--- src/rtl/multiplier_iterative_param_if.sv ---
// Start/result handshake bundle for multiplier_iterative_param.
// The master drives requests and the slave returns products.
interface multiplier_iterative_param_if #(
    parameter int WIDTH = 32
);
    logic                 valid_in;
    logic                 ready_out;
    logic                 signed_in;
    logic [WIDTH-1:0]     a;
    logic [WIDTH-1:0]     b;
    logic                 valid_out;
    logic [2*WIDTH-1:0]   r;

    modport master (
        output valid_in, signed_in, a, b,
        input  ready_out, valid_out, r
    );

    modport slave (
        input  valid_in, signed_in, a, b,
        output ready_out, valid_out, r
    );
endinterface

--- src/rtl/multiplier_iterative_param.sv ---
// Multi-cycle multiplier: adds DIGIT multiplier bits per clock, with signed or unsigned operands.
// Define MULT_ITER_EARLY_TERM_EN to finish as soon as the remaining multiplier bits are zero.
module multiplier_iterative_param #(
    parameter int WIDTH = 32,
    parameter int DIGIT = 4
) (
    input  logic                         clk,
    input  logic                         rst_n,
    multiplier_iterative_param_if.slave  bus
);
    localparam int ITER = WIDTH / DIGIT;
    localparam int CW   = (ITER > 1) ? $clog2(ITER) : 1;
    localparam int PW   = 2 * WIDTH;

    typedef enum logic [1:0] {IDLE, RUN, DONE} state_e;

    // Operands are stored as magnitudes. The sign is applied once, at completion.
    typedef struct packed {
        logic [WIDTH-1:0] mp;
        logic [PW-1:0]    mc;
        logic [PW-1:0]    acc;
        logic [CW-1:0]    cnt;
        logic             neg;
    } op_t;

    state_e           state_q, state_d;
    op_t              op_q, op_d;
    logic             ready_q, ready_d;
    logic             vout_q, vout_d;
    logic [PW-1:0]    r_q, r_d;

    logic             accept;
    logic             last_iter;
    logic             mp_zero;
    logic [WIDTH-1:0] mag_a, mag_b;
    logic [WIDTH-1:0] mp_nxt;
    logic [PW-1:0]    partial;
    logic [PW-1:0]    acc_nxt;

    assign accept = bus.valid_in & ready_q;

    always_comb begin
        mag_a     = (bus.signed_in & bus.a[WIDTH-1]) ? -bus.a : bus.a;
        mag_b     = (bus.signed_in & bus.b[WIDTH-1]) ? -bus.b : bus.b;
        partial   = PW'(op_q.mp[DIGIT-1:0]) * op_q.mc;
        acc_nxt   = op_q.acc + partial;
        mp_nxt    = op_q.mp >> DIGIT;
        last_iter = (op_q.cnt == CW'(ITER - 1));
`ifdef MULT_ITER_EARLY_TERM_EN
        mp_zero   = (mp_nxt == '0);
`else
        mp_zero   = 1'b0;
`endif
    end

    always_comb begin
        state_d = state_q;
        op_d    = op_q;
        ready_d = ready_q;
        vout_d  = 1'b0;
        r_d     = r_q;
        case (state_q)
            IDLE, DONE: begin
                if (accept) begin
                    state_d    = RUN;
                    ready_d    = 1'b0;
                    op_d.mp    = mag_a;
                    op_d.mc    = PW'(mag_b);
                    op_d.acc   = '0;
                    op_d.cnt   = '0;
                    op_d.neg   = bus.signed_in & (bus.a[WIDTH-1] ^ bus.b[WIDTH-1]);
                end else begin
                    state_d    = IDLE;
                    ready_d    = 1'b1;
                end
            end
            RUN: begin
                op_d.acc = acc_nxt;
                op_d.mp  = mp_nxt;
                op_d.mc  = op_q.mc << DIGIT;
                op_d.cnt = op_q.cnt + CW'(1);
                if (mp_zero || last_iter) begin
                    state_d = DONE;
                    ready_d = 1'b1;
                    vout_d  = 1'b1;
                    // A zero product with neg set still yields zero because -0 == 0.
                    r_d     = op_q.neg ? -acc_nxt : acc_nxt;
                end
            end
            default: begin
                state_d = IDLE;
                ready_d = 1'b1;
            end
        endcase
    end

    always_ff @(posedge clk or negedge rst_n) begin
        if (!rst_n) begin
            state_q <= IDLE;
            op_q    <= '0;
            ready_q <= 1'b1;
            vout_q  <= 1'b0;
            r_q     <= '0;
        end else begin
            state_q <= state_d;
            op_q    <= op_d;
            ready_q <= ready_d;
            vout_q  <= vout_d;
            r_q     <= r_d;
        end
    end

    assign bus.ready_out = ready_q;
    assign bus.valid_out = vout_q;
    assign bus.r         = r_q;

endmodule
--- src/flat_wrapper.sv ---
// flat-port wrapper written by rule: the top's interface ports become plain ports
module multiplier_iterative_param_flat 
#(
    parameter int WIDTH = 32,
    parameter int DIGIT = 4
)
  (clk, rst_n, bus_valid_in, bus_signed_in, bus_a, bus_b, bus_ready_out, bus_valid_out, bus_r);
  multiplier_iterative_param_if #(.WIDTH(WIDTH)) bus_i ();
  input  logic clk;
  input  logic rst_n;
  input wire logic [$bits(bus_i.valid_in)-1:0] bus_valid_in;
  input wire logic [$bits(bus_i.signed_in)-1:0] bus_signed_in;
  input wire logic [$bits(bus_i.a)-1:0] bus_a;
  input wire logic [$bits(bus_i.b)-1:0] bus_b;
  output wire logic [$bits(bus_i.ready_out)-1:0] bus_ready_out;
  output wire logic [$bits(bus_i.valid_out)-1:0] bus_valid_out;
  output wire logic [$bits(bus_i.r)-1:0] bus_r;
  assign bus_i.valid_in = bus_valid_in;
  assign bus_i.signed_in = bus_signed_in;
  assign bus_i.a = bus_a;
  assign bus_i.b = bus_b;
  assign bus_ready_out = bus_i.ready_out;
  assign bus_valid_out = bus_i.valid_out;
  assign bus_r = bus_i.r;
  multiplier_iterative_param #(.WIDTH(WIDTH), .DIGIT(DIGIT)) u_core (.clk(clk), .rst_n(rst_n), .bus(bus_i));
endmodule
--- config.mk ---
export PLATFORM = sky130hd
export DESIGN_NAME = multiplier_iterative_param_flat
export DESIGN_NICKNAME = d
export VERILOG_FILES = /design/src/rtl/multiplier_iterative_param_if.sv /design/src/rtl/multiplier_iterative_param.sv /design/src/flat_wrapper.sv
export SDC_FILE = /design/constraint.sdc
export NUM_CORES = 1
export LEC_CHECK = 0
export CORE_MARGIN = 2
export CORE_UTILIZATION = 27
export DETAILED_ROUTE_END_ITERATION = 8
export PLACE_DENSITY = 0.39
export SYNTH_ARGS = -nofsm -noshare
export SYNTH_HDL_FRONTEND = slang
export SYNTH_SLANG_ARGS = --single-unit
--- constraint.sdc ---
create_clock -name clk -period 7.3 [get_ports clk]
set_input_delay 1.825 -clock clk [delete_from_list [all_inputs] [get_ports clk]]
set_output_delay 1.825 -clock clk [all_outputs]
set_load 0.02 [all_outputs]
After elaboration in Yosys (flattened, before gate mapping)
Cells that the tools add are included.
- bits in registers: 232
- input bits: 68
- output and inout port bits: 66
- word-level logic and storage cells: 44
- mux-type cells: 13
- reductions and logical operators: 6
- equal/unequal tests: 5
- add/sub/neg operators: 5
- bitwise logic cells: 5
- multiply operators: 1
- operator list (cell ; count):
    $pmux 163 s2 ; 1
    $mux 164 ; 1
    $add 64x64->64 ; 1
    $mul 4x64->64 ; 1
    $mux 32 ; 2
    $mux 64 ; 1
    $neg 32->32 ; 2
    $neg 64->64 ; 1
    $reduce_and 2->1 ; 3
    $mux 1 ; 5
    $and 1x1->1 ; 4
    $ne 2x1->1 const B ; 2
    $pmux 2 s2 ; 1
    $add 3x1->3 const B ; 1
    $eq 3x3->1 const B ; 1
    $eq 2x1->1 const B ; 1
    $eq 2x2->1 const B ; 1
    $logic_not 2->1 ; 1
    $mux 2 ; 1
    $pmux 1 s2 ; 1
    $reduce_bool 2->1 ; 1
    $reduce_or 2->1 ; 1
    $xor 1x1->1 ; 1

Logic depth before layout (Yosys ltp)
Gate-level depths: netlist (run 1).
- depth after elaboration: 4
- mapped depth: 23

Worst setup path before layout (run 1)
Ideal clock, no wire load.
- path type: register -> register
- from: register u_core.op_q[134] (netlist name)
- to: register u_core.r_q[51] (netlist: u_core.bus.r[51])
- data required time: 7.169 ns
- data arrival time: 5.883 ns
- slack: 1.286 ns
- buffers on the path: 4
- stages on the path, launching flop included: 24
- period minus slack after synthesis: 6.014 ns
- setup time: 0.131 ns
- cells stage by stage: dfrtp_1 > clkbuf_1 > clkbuf_1 > and2_1 > fa_1 > fa_1 > inv_1 > fa_1 > inv_1 > ha_1 > buf_6 > a21oi_2 > o21ai_2 > a221oi_2 > o31ai_2 > or2_0 > o221a_1 > or2_4 > or4_4 > or4_1 > buf_2 > o31ai_1 > xor2_1 > o21ai_1
- cells in the longest elaborated chain, start to end: 4
- ends and longest elaborated chain (item ; RTL line ; RTL):
    start, declared ; multiplier_iterative_param.sv:27 ; op_t op_q, op_d;
    start signal, assigned ; multiplier_iterative_param.sv:106 ; op_q <= op_d;
    $mul 4x64->64 (*) ; multiplier_iterative_param.sv:45 ; partial = PW'(op_q.mp[DIGIT-1:0]) * op_q.mc;
    $add 64x64->64 (*) ; multiplier_iterative_param.sv:46 ; acc_nxt = op_q.acc + partial;
    $neg 64->64 ; multiplier_iterative_param.sv:87 ; r_d = op_q.neg ? -acc_nxt : acc_nxt;
    $mux 64 (*) ; multiplier_iterative_param.sv:87 ;
    end signal, assigned ; multiplier_iterative_param.sv:109 ; r_q <= r_d;
    end, declared ; multiplier_iterative_param.sv:30 ; logic [PW-1:0] r_q, r_d;
Every way passes the cells marked *; elsewhere a longest branch is shown, timed or not.
A chain may end at the register's enable or synchronous reset.

Worst setup path in the final report (run 1)
- from: register u_core.op_q[134] (netlist name)
- to: register u_core.r_q[57] (netlist: u_core.bus.r[57])
Same word-level chain as after synthesis.

==> key figures, run 1 <==
Run status
  • Outcome: complete, no violations

Run
  • Max_cap viols: 0

Clock network
  • Clk root buf: clkbuf_16
  • Post-CTS Setup Bufs: 0
  • TritonCTS Buffers: 31
  • Clock sinks: 232
  • Clk_lat worst skew: 620 ps
  • Deepest clock path buffer count: 3
  • TritonCTS clock tree: done
  • H-tree depth: 1
  • Clock-pin slew on the worst setup and hold paths: 60 ps

Critical path
  • Arrival @ worst endpoint: 7390 ps
  • CP startpoint kind: register
  • CP required: 7770 ps
  • CP Launch Point: u_core.op_q[134]
  • Crit Path Max Fanout: 62
  • RR Startpoint: u_core.op_q[134]
  • CP Capture Type: register
  • Crit path kind: register to register

STA
  • Slew @ Worst Pin: 1090 ps
  • TNS Setup: 0 ps
  • Worst rel slew slack: 0.276
  • Final setup viols: 0
  • Final Skew: 27.6 ps
  • Fin crit period: 6920 ps
  • Max Clk Rate: 0.144 GHz
  • Share of the clock period used by the worst path: 0.948
  • Final Slew Violations: 0
  • Hold Vio Cnt, Final: 0
  • Unrepaired setup endpoints after global routing: false

Global route
  • Vias in the first global route: 19,500
  • Global-route wire length before repair: 122 mm
  • Total GRT Usage: 0.183
  • Gr ovfl total: 0
  • Initial antenna violation count: 1
  • Largest net degree at the start of global routing: 96

Floorplanning
  • Die Wd: 293 um
  • I/O pin cnt: 134
  • Initial Util: 0.273
  • Full die area: 85,600 um^2
  • Rows: 105
  • DIE HEIGHT: 293 um
  • Core ar.: 82,200 um^2

Synthesis
  • Leading area contributor after synthesis: dfrtp_1
  • Syn Inst Count: 2,703
  • Yosys reg bits: 232
  • Syn avg cell area: 8.31 um^2
  • Register area share after synthesis: 0.258
  • Synth top cells by count: nand2_1 (339), inv_1 (286), o21ai_0 (280)
  • Count leader, synth: nand2_1
  • Primary FF master, synth: dfrtp_1
  • Post-Syn Area: 22,500 um^2
  • Synthesized net count: 3,025
  • Synth top area share: 0.257
  • Async set or reset register ratio after synthesis: 1.00
  • Netlist cell types: 95
  • Synthesis Warnings: 0
  • Ranking of synthesized cells by area: dfrtp_1 (26%), fa_1 (16%), and2_1 (6.6%)
  • Post-synth EDFFs: 0

Routing
  • DR vias: 19,000
  • WL/cell: 20.1 um
  • Vias per cell: 4.88
  • Drt first-iter violations: 1,119
  • DRC: 0
  • Total Wirelength: 78.3 mm
  • ANT nets after route: 0
  • TritonRoute pass-1 iters: 5

Placement
  • DPL Wire Length: 61.2 mm
  • Port Buffers: 133
  • Gpl congestion: 0.897

Finish
  • Antenna cells: 0
  • Synth-to-layout area growth: 16.5%
  • Post-layout nets: 3,117
  • Final core utilization: 0.318
  • Share of layout cells above drive strength 1: 0.0628
  • Layout fillers: 8,753

Worst hold path
  • Worst hold path startpoint: u_core.bus.r[33]
  • Hold Crit Class: register to register
## cell usage in the layout, fill, tap and decap left out, types with 10 or more instances in the layout
cell / n
nand2_1: 338
inv_1: 286
o21ai_0: 280
and2_1: 238
dfrtp_1: 229
fa_1: 182
clkdlybuf4s50_1: 132
a21oi_1: 115
nor2_1: 110
xnor2_1: 96
nand3_1: 77
xor2_1: 77
ha_1: 70
buf_4: 65
a22oi_1: 56
nand4_1: 36
o31ai_1: 36
nor3_1: 31
clkbuf_16: 31
o21ai_1: 30
or3_1: 20
a21o_1: 17
a31oi_1: 16
o211ai_1: 16
a211oi_1: 13
o21a_1: 13
or4_1: 10
nor4_1: 10
## through the flow
stage / worst slack, ps / area (um^2) / instances / hold WS (ps)
6_report: 377 / 26200 / 3887 / 480
2_1_floorplan: 1290 / 22500 / 2703 / 447
5_1_grt: 25.3 / 26200 / 3887 / 511
3_3_place_gp: 196 / 25200 / 3832 / 463
4_1_cts: 151 / 26200 / 3887 / 488
3_5_place_dp: 157 / 25200 / 3832 / 476
## metal layers
layer	wire length (um)	track usage
met4	1640	0.0393
met2	32600	0.274
met1	41300	0.282
met3	2780	0.0175
met5	0	0
## area by class of cell
cell class              count  area, um^2  area share
well taps                1070        1340      0.0511
inverters                 286        1070      0.0410
clock inverters            11         118     0.00449
clock buffers              44         875      0.0334
multi-input cells        2041       15000       0.575
flip-flops and latches    232        5810       0.222
repair buffers            203        1920      0.0735
## kinds of logic (layout without fill, tap and decap cells)
kind of cell	count (synthesis)	count (layout)	share of synthesized area
adders and majority gates	254	254	0.202
muxes	8	8	0.00373
DFF	232	232	0.258
and+or+nand+nor	940	940	0.212
xor gates and xnor gates	173	173	0.0674
AOI/OAI and AO/OA	666	666	0.181
buffers and inverters	430	544	0.0750
## flip-flops by register name, indices dropped and copies added, names as in the netlist
name                  flops
u_core.op_q             136
u_core.bus.valid_out      1
u_core.mp_nxt            28
u_core.bus.ready_out      1
u_core.state_q            2
u_core.bus.r             64
## critical path, cell delays in order (launching register included)
cell     delay (ps)
dfrtp_1         400
buf_12          260
and2_1          200
fa_1            440
fa_1            540
inv_1            50
fa_1            490
inv_1            40
ha_1            530
nand4_1         310
nor4_4          270
nand2_2         110
nor2_2          310
nor2_1          180
o221a_1         400
or2_4           290
or4_4           530
or4_1           640
buf_4           220
o31ai_2         270
xnor2_1         180
o21ai_1          80
## worst paths after layout
kind / slack, ps / depth (start not counted) / end
min in group asynchronous: 1140 / 1 / u_core.op_q[77]
max in group asynchronous: 4920 / 2 / u_core.op_q[132]
max: 380 / 21 / u_core.bus.r[57]
min: 480 / 2 / u_core.bus.r[33]
min reg2reg: 480 / 2 / u_core.bus.r[33]
max reg2reg: 380 / 21 / u_core.bus.r[57]
## what timing repair did
item                       CTS  global route
setup endpoints to repair    0             8
hold buffers                 0             0
gates resized for setup      0             5
Power of run 1 is left out: the tool's default activity adds up to more than one toggle a clock period on the data nets, which glitch-free logic cannot reach.
==> run 2: changes to the inputs <==
--- a/config.mk
+++ b/config.mk
@@ -5,10 +5,11 @@
 export SDC_FILE = /design/constraint.sdc
 export NUM_CORES = 1
 export LEC_CHECK = 0
+export CORE_ASPECT_RATIO = 0.7
 export CORE_MARGIN = 2
-export CORE_UTILIZATION = 27
+export CORE_UTILIZATION = 60
 export DETAILED_ROUTE_END_ITERATION = 8
-export PLACE_DENSITY = 0.39
+export PLACE_DENSITY = 0.77
 export SYNTH_ARGS = -nofsm -noshare
 export SYNTH_HDL_FRONTEND = slang
 export SYNTH_SLANG_ARGS = --single-unit
==> key figures, run 2 (synthesis results as in run 1) <==
Floorplanning
  • Rows: 59 (-44%)
  • Die Wd: 235 um (-20%)
  • Full die area: 39,000 um^2 (-54%)
  • I/O pin cnt: 134 (unchanged)
  • Core ar.: 37,100 um^2 (-55%)
  • Initial Util: 0.606 (+0.333)
  • DIE HEIGHT: 166 um (-43%)

Critical path
  • Reg2reg setup slack: 260 ps (-120 ps)
  • CP startpoint kind: register
  • CP Capture Type: register
  • Crit Path Max Fanout: 62 (unchanged)
  • CP Launch Point: u_core.op_q[134]
  • CP required: 7730 ps (-40 ps)
  • Cells on worst reg2reg path: 20 (-4.8%)
  • RR Startpoint: u_core.op_q[134]
  • FF-to-FF End: u_core.bus.r[51]
  • Arrival @ worst endpoint: 7470 ps (+80 ps)
  • Crit path kind: register to register

Placement
  • DPL Wire Length: 55.8 mm (-8.9%)
  • Port Buffers: 133 (unchanged)
  • Gpl congestion: 1.01 (+12%)

Global route
  • Global-route wire length before repair: 112 mm (-8.0%)
  • Total GRT Usage: 0.368 (+0.185)
  • Largest net degree at the start of global routing: 162 (+69%)
  • Gr ovfl total: 0 (unchanged)
  • Vias in the first global route: 19,500 (+0.27%)
  • Initial antenna violation count: 1 (unchanged)

Finish
  • Max reg flops: 136 (unchanged)
  • Antenna cells: 0 (unchanged)
  • Top reg by flops: u_core.op_q
  • Share of layout cells above drive strength 1: 0.0599 (-0.00296)
  • Most common cell after layout, fill and taps aside: nand2_1
  • Most frequent cells in the layout: nand2_1 (338), inv_1 (286), o21ai_0 (280), and2_1 (238), dfrtp_1 (230)
  • Post-layout nets: 3,110 (-0.22%)
  • Synth-to-layout area growth: 12.8%
  • Final core utilization: 0.684 (+0.366)

Worst hold path
  • Hold path cells: 2 (unchanged)
  • Hold Crit Class: register to register
  • End of the worst hold path: u_core.bus.r[48]
  • Worst hold path startpoint: u_core.bus.r[48]

Clock network
  • Clock sinks: 232 (unchanged)
  • TritonCTS clock tree: done
  • TritonCTS Buffers: 25 (-19%)
  • # hold bufs at CTS: 0 (unchanged)
  • H-tree depth: 1 (unchanged)
  • Clk_lat worst skew: 590 ps (-30 ps)
  • Post-cts resize count: 0 (unchanged)
  • Deepest clock path buffer count: 3 (unchanged)
  • Post-CTS Setup Bufs: 0 (unchanged)
  • Clock-pin slew on the worst setup and hold paths: 70 ps (about the same)
  • Clk root buf: clkbuf_16

STA
  • Share of the clock period used by the worst path: 0.965 (+0.0164)
  • TNS Setup: 0 ps (unchanged)
  • Hold Vio Cnt, Final: 0 (unchanged)
  • Hold slack: 478 ps (-2.04 ps)
  • Slew @ Worst Pin: 1190 ps (+107 ps)
  • Worst rel slew slack: 0.205 (-0.0711)
  • Final Skew: 20.3 ps (-7.32 ps)
  • Final Slew Violations: 0 (unchanged)
  • Unrepaired setup endpoints after global routing: false
  • Final setup viols: 0 (unchanged)
  • Fin crit period: 7040 ps (+120 ps)
  • Max Clk Rate: 0.142 GHz (-1.7%)

Routing
  • Vias per cell: 6.12 (+25%)
  • DRC: 0 (unchanged)
  • TritonRoute pass-1 iters: 6 (+1)
  • Total Wirelength: 72.1 mm (-7.9%)
  • WL/cell: 21.9 um (+8.7%)
  • Drt first-iter violations: 2,079 (+86%)
  • DR vias: 20,200 (+6.3%)
  • ANT nets after route: 0 (unchanged)

Run status
  • Outcome: complete, no violations

Run
  • Max_cap viols: 0 (unchanged)
-- run 2: area by class of cell --
cell class	count	area (um^2)
Clock inverter	18	289
Clock buffer	27	643
Inverter	286	1070
Tap cell	488	611
Timing Repair Buffer	202	1900
Sequential cell	232	5810
Fill cell	2913	11700
Multi-Input combinational cell	2041	15000
-- run 2: worst max-delay path, stage by stage (launching register included) --
cell     delay (ps)
dfrtp_1         400
buf_12          260
and2_1          200
fa_1            460
fa_1            540
inv_1            50
fa_1            510
inv_1            50
ha_1            380
o211a_1         240
o31a_2          170
o21ai_1         590
nand2_1         310
xor2_1          310
or3_1           490
nor4_1          420
nand3_1         250
or4_1           650
o31ai_1         310
xor2_1          170
o21ai_1          70
-- run 2: through the flow --
| step | setup WS (ps) | cells | cell area, um^2 |
|---|---|---|---|
| after global placement | 520 | 3249 | 24400 |
| after CTS | 379 | 3294 | 25300 |
| after detailed placement | 432 | 3249 | 24400 |
| after floorplan | 1290 | 2703 | 22500 |
| final | 257 | 3294 | 25300 |
| after global routing | 19.7 | 3294 | 25300 |
-- run 2: worst max path at each step --
stage,slack (ps),cells after the start,to
after floorplan,1290,23,u_core.bus.r[51]
after global placement,520,20,u_core.bus.r[51]
after detailed placement,430,21,u_core.bus.r[51]
after CTS,380,21,u_core.bus.r[51]
after global routing,20,21,u_core.bus.r[51]
final,260,20,u_core.bus.r[51]
-- run 2: layer usage --
metal,global-route usage,wire [um]
met2,0.513,28900
met3,0.120,9050
met4,0.0579,982
met5,0,0
met1,0.565,33200
Power of run 2 is left out for the same reason.
==> run 3: changes to the inputs <==
--- a/config.mk
+++ b/config.mk
@@ -9,7 +9,9 @@
 export CORE_MARGIN = 2
 export CORE_UTILIZATION = 60
 export DETAILED_ROUTE_END_ITERATION = 8
+export MAX_ROUTING_LAYER = met4
 export PLACE_DENSITY = 0.77
+export RECOVER_POWER = 25
 export SYNTH_ARGS = -nofsm -noshare
 export SYNTH_HDL_FRONTEND = slang
 export SYNTH_SLANG_ARGS = --single-unit
==> key figures, run 3 (synthesis results as in run 1) <==
Run status
  • Outcome: complete, but fails checks
  • Violated checks: max-capacitance violations, max-slew violations

Finish
  • Final Non-Filler Cells: 3,314 (+0.61%)
  • FF/Latch Area: 5810 um^2 (about the same)
  • Post-layout nets: 3,129 (+0.61%)
  • Layout fillers: 2,922 (+0.31%)
  • Area of the multi-input gates: 15,000 um^2 (about the same)
  • Synth-to-layout area growth: 13.0%
  • Most frequent cells in the layout: nand2_1 (339), inv_1 (286), o21ai_0 (279), and2_1 (238), dfrtp_1 (228)
  • Top reg by flops: u_core.op_q
  • Share of layout cells above drive strength 1: 0.0658 (+0.00597)
  • Most common cell after layout, fill and taps aside: nand2_1
  • Final core utilization: 0.685 (+0.00139)
  • Max reg flops: 136 (unchanged)

Floorplanning
  • Full die area: 39,000 um^2 (unchanged)
  • DIE HEIGHT: 166 um (unchanged)
  • Initial Util: 0.606 (unchanged)
  • Core ar.: 37,100 um^2 (unchanged)
  • I/O pin cnt: 134 (unchanged)
  • Rows: 59 (unchanged)
  • Die Wd: 235 um (unchanged)

Run
  • Max_cap viols: 1 (+1)

Routing
  • TritonRoute pass-1 iters: 6 (unchanged)
  • Vias per cell: 6.16 (+0.67%)
  • WL/cell: 21.6 um (-1.3%)
  • DR vias: 20,400 (+1.3%)
  • DRC: 0 (unchanged)
  • Total Wirelength: 71.6 mm (-0.69%)
  • Drt first-iter violations: 2,348 (+13%)
  • ANT nets after route: 0 (unchanged)

Placement
  • DPL Wire Length: 56.2 mm (+0.78%)
  • Port Buffers: 133 (unchanged)
  • Gpl congestion: 1.04 (+3.6%)
  • Placed insts: 3,268 (+0.58%)
  • Post-place setup slack: -45.0 ps (-477 ps)

Worst hold path
  • Hold Crit Class: register to register

STA
  • Max Clk Rate: 0.142 GHz (+0.11%)
  • TNS Setup: 0 ps (unchanged)
  • Final setup viols: 0 (unchanged)
  • Share of the clock period used by the worst path: 0.964 (-0.00104)
  • Slew @ Worst Pin: 5090 ps (+3900 ps)
  • Final Slew Violations: 103 (+103)
  • Setup WS post-layout: 265 ps (+7.61 ps)
  • Worst rel slew slack: -2.40 (-2.60)
  • Final Skew: 12.5 ps (-7.75 ps)
  • Hold Vio Cnt, Final: 0 (unchanged)
  • Fin crit period: 7040 ps (-7.61 ps)
  • Unrepaired setup endpoints after global routing: false

Clock network
  • H-tree depth: 1 (unchanged)
  • Clock sinks: 232 (unchanged)
  • Deepest clock path buffer count: 3 (unchanged)
  • TritonCTS Buffers: 25 (unchanged)
  • Clk_lat worst skew: 560 ps (-30 ps)
  • TritonCTS clock tree: done
  • Clk root buf: clkbuf_16
  • Clock-pin slew on the worst setup and hold paths: 60 ps (about the same)

Global route
  • Vias in the first global route: 20,000 (+2.3%)
  • Initial antenna violation count: 2 (+1)
  • Gr ovfl total: 0 (unchanged)
  • Total GRT Usage: 0.380 (+0.0126)
  • Global-route wire length before repair: 113 mm (+0.65%)
  • Largest net degree at the start of global routing: 132 (-19%)

Critical path
  • CP max-delay cell: o21ai_1
  • Crit Path Max Fanout: 13 (-79%)
  • Most frequent CP cell: fa_1
  • CP required: 7710 ps (-20 ps)
  • Crit path kind: register to register
  • CP Capture Type: register
  • Arrival @ worst endpoint: 7440 ps (-30 ps)
  • CP startpoint kind: register
  • Critical Path Max Stage Delay: 660 ps (about the same)
  • Worst path cell trace: and2_1 > fa_1 > fa_1 > inv_1 > fa_1 > inv_1 > ha_1 > o211ai_1 > o21ai_1 > nand2_1 > nand3b_1 > xor2_1 > or3_1 > nor4_4 > nand3_1 > or4_1 > o31ai_1 > xor2_1 > o21ai_1
## run 3: cell type report
| type | count | area share |
|---|---|---|
| Sequential cell | 232 | 0.229 |
| Clock buffer | 33 | 0.0278 |
| Antenna cell | 1 | 0.0000985 |
| Timing Repair Buffer | 221 | 0.0804 |
| Tap cell | 488 | 0.0240 |
| Multi-Input combinational cell | 2041 | 0.592 |
| Clock inverter | 12 | 0.00483 |
| Inverter | 286 | 0.0423 |
## run 3: per-layer routing
layer,routed length (um),vias to the layer above,GRT usage
met1,33400,10000,0.584
met4,1300,0,0.0695
li1,-,9256,-
met5,0,-,-
met3,8230,83,0.0881
met2,28700,1061,0.514
## run 3: repair_timing
| item | CTS | global route |
|---|---|---|
| hold buffers | 0 | 0 |
| setup endpoints to repair | 1 | 7 |
| endpoints found under the hold margin | 0 | 0 |
| pin swaps | 0 | 0 |
| resized for setup | 1 | 6 |
| setup buffers | 0 | 0 |
## run 3: worst paths after layout
| path | end | slack (ps) | startpoint | depth (start not counted) |
|---|---|---|---|---|
| setup / recovery | u_core.bus.r[51] | 260 | u_core.op_q[133] | 19 |
| hold / removal | u_core.bus.r[23] | 480 | u_core.bus.r[23] | 2 |
| setup reg to reg | u_core.bus.r[51] | 260 | u_core.op_q[133] | 19 |
| hold reg to reg | u_core.bus.r[23] | 480 | u_core.bus.r[23] | 2 |
| max in group asynchronous | u_core.op_q[37] | 1100 | rst_n | 1 |
| min in group asynchronous | u_core.bus.r[18] | 3350 | rst_n | 1 |
## run 3: stage by stage
stage	hold slack (ps)	area (um^2)
6_report	477	25400
3_3_place_gp	461	24600
4_1_cts	483	25400
5_1_grt	503	25400
3_5_place_dp	469	24600
2_1_floorplan	447	22500
## run 3: worst max-delay path: cells and delay by family, from the launching register on
family | cells | cell delay (ps)
AND/OR/NAND/NOR | 7 | 2770
XOR/XNOR | 2 | 360
flip-flops | 1 | 580
adder cells (fa/ha/maj) | 4 | 1840
AO/OA/AOI/OAI | 4 | 1230
buffers and inverters | 2 | 90
Power of run 3 is left out for the same reason.
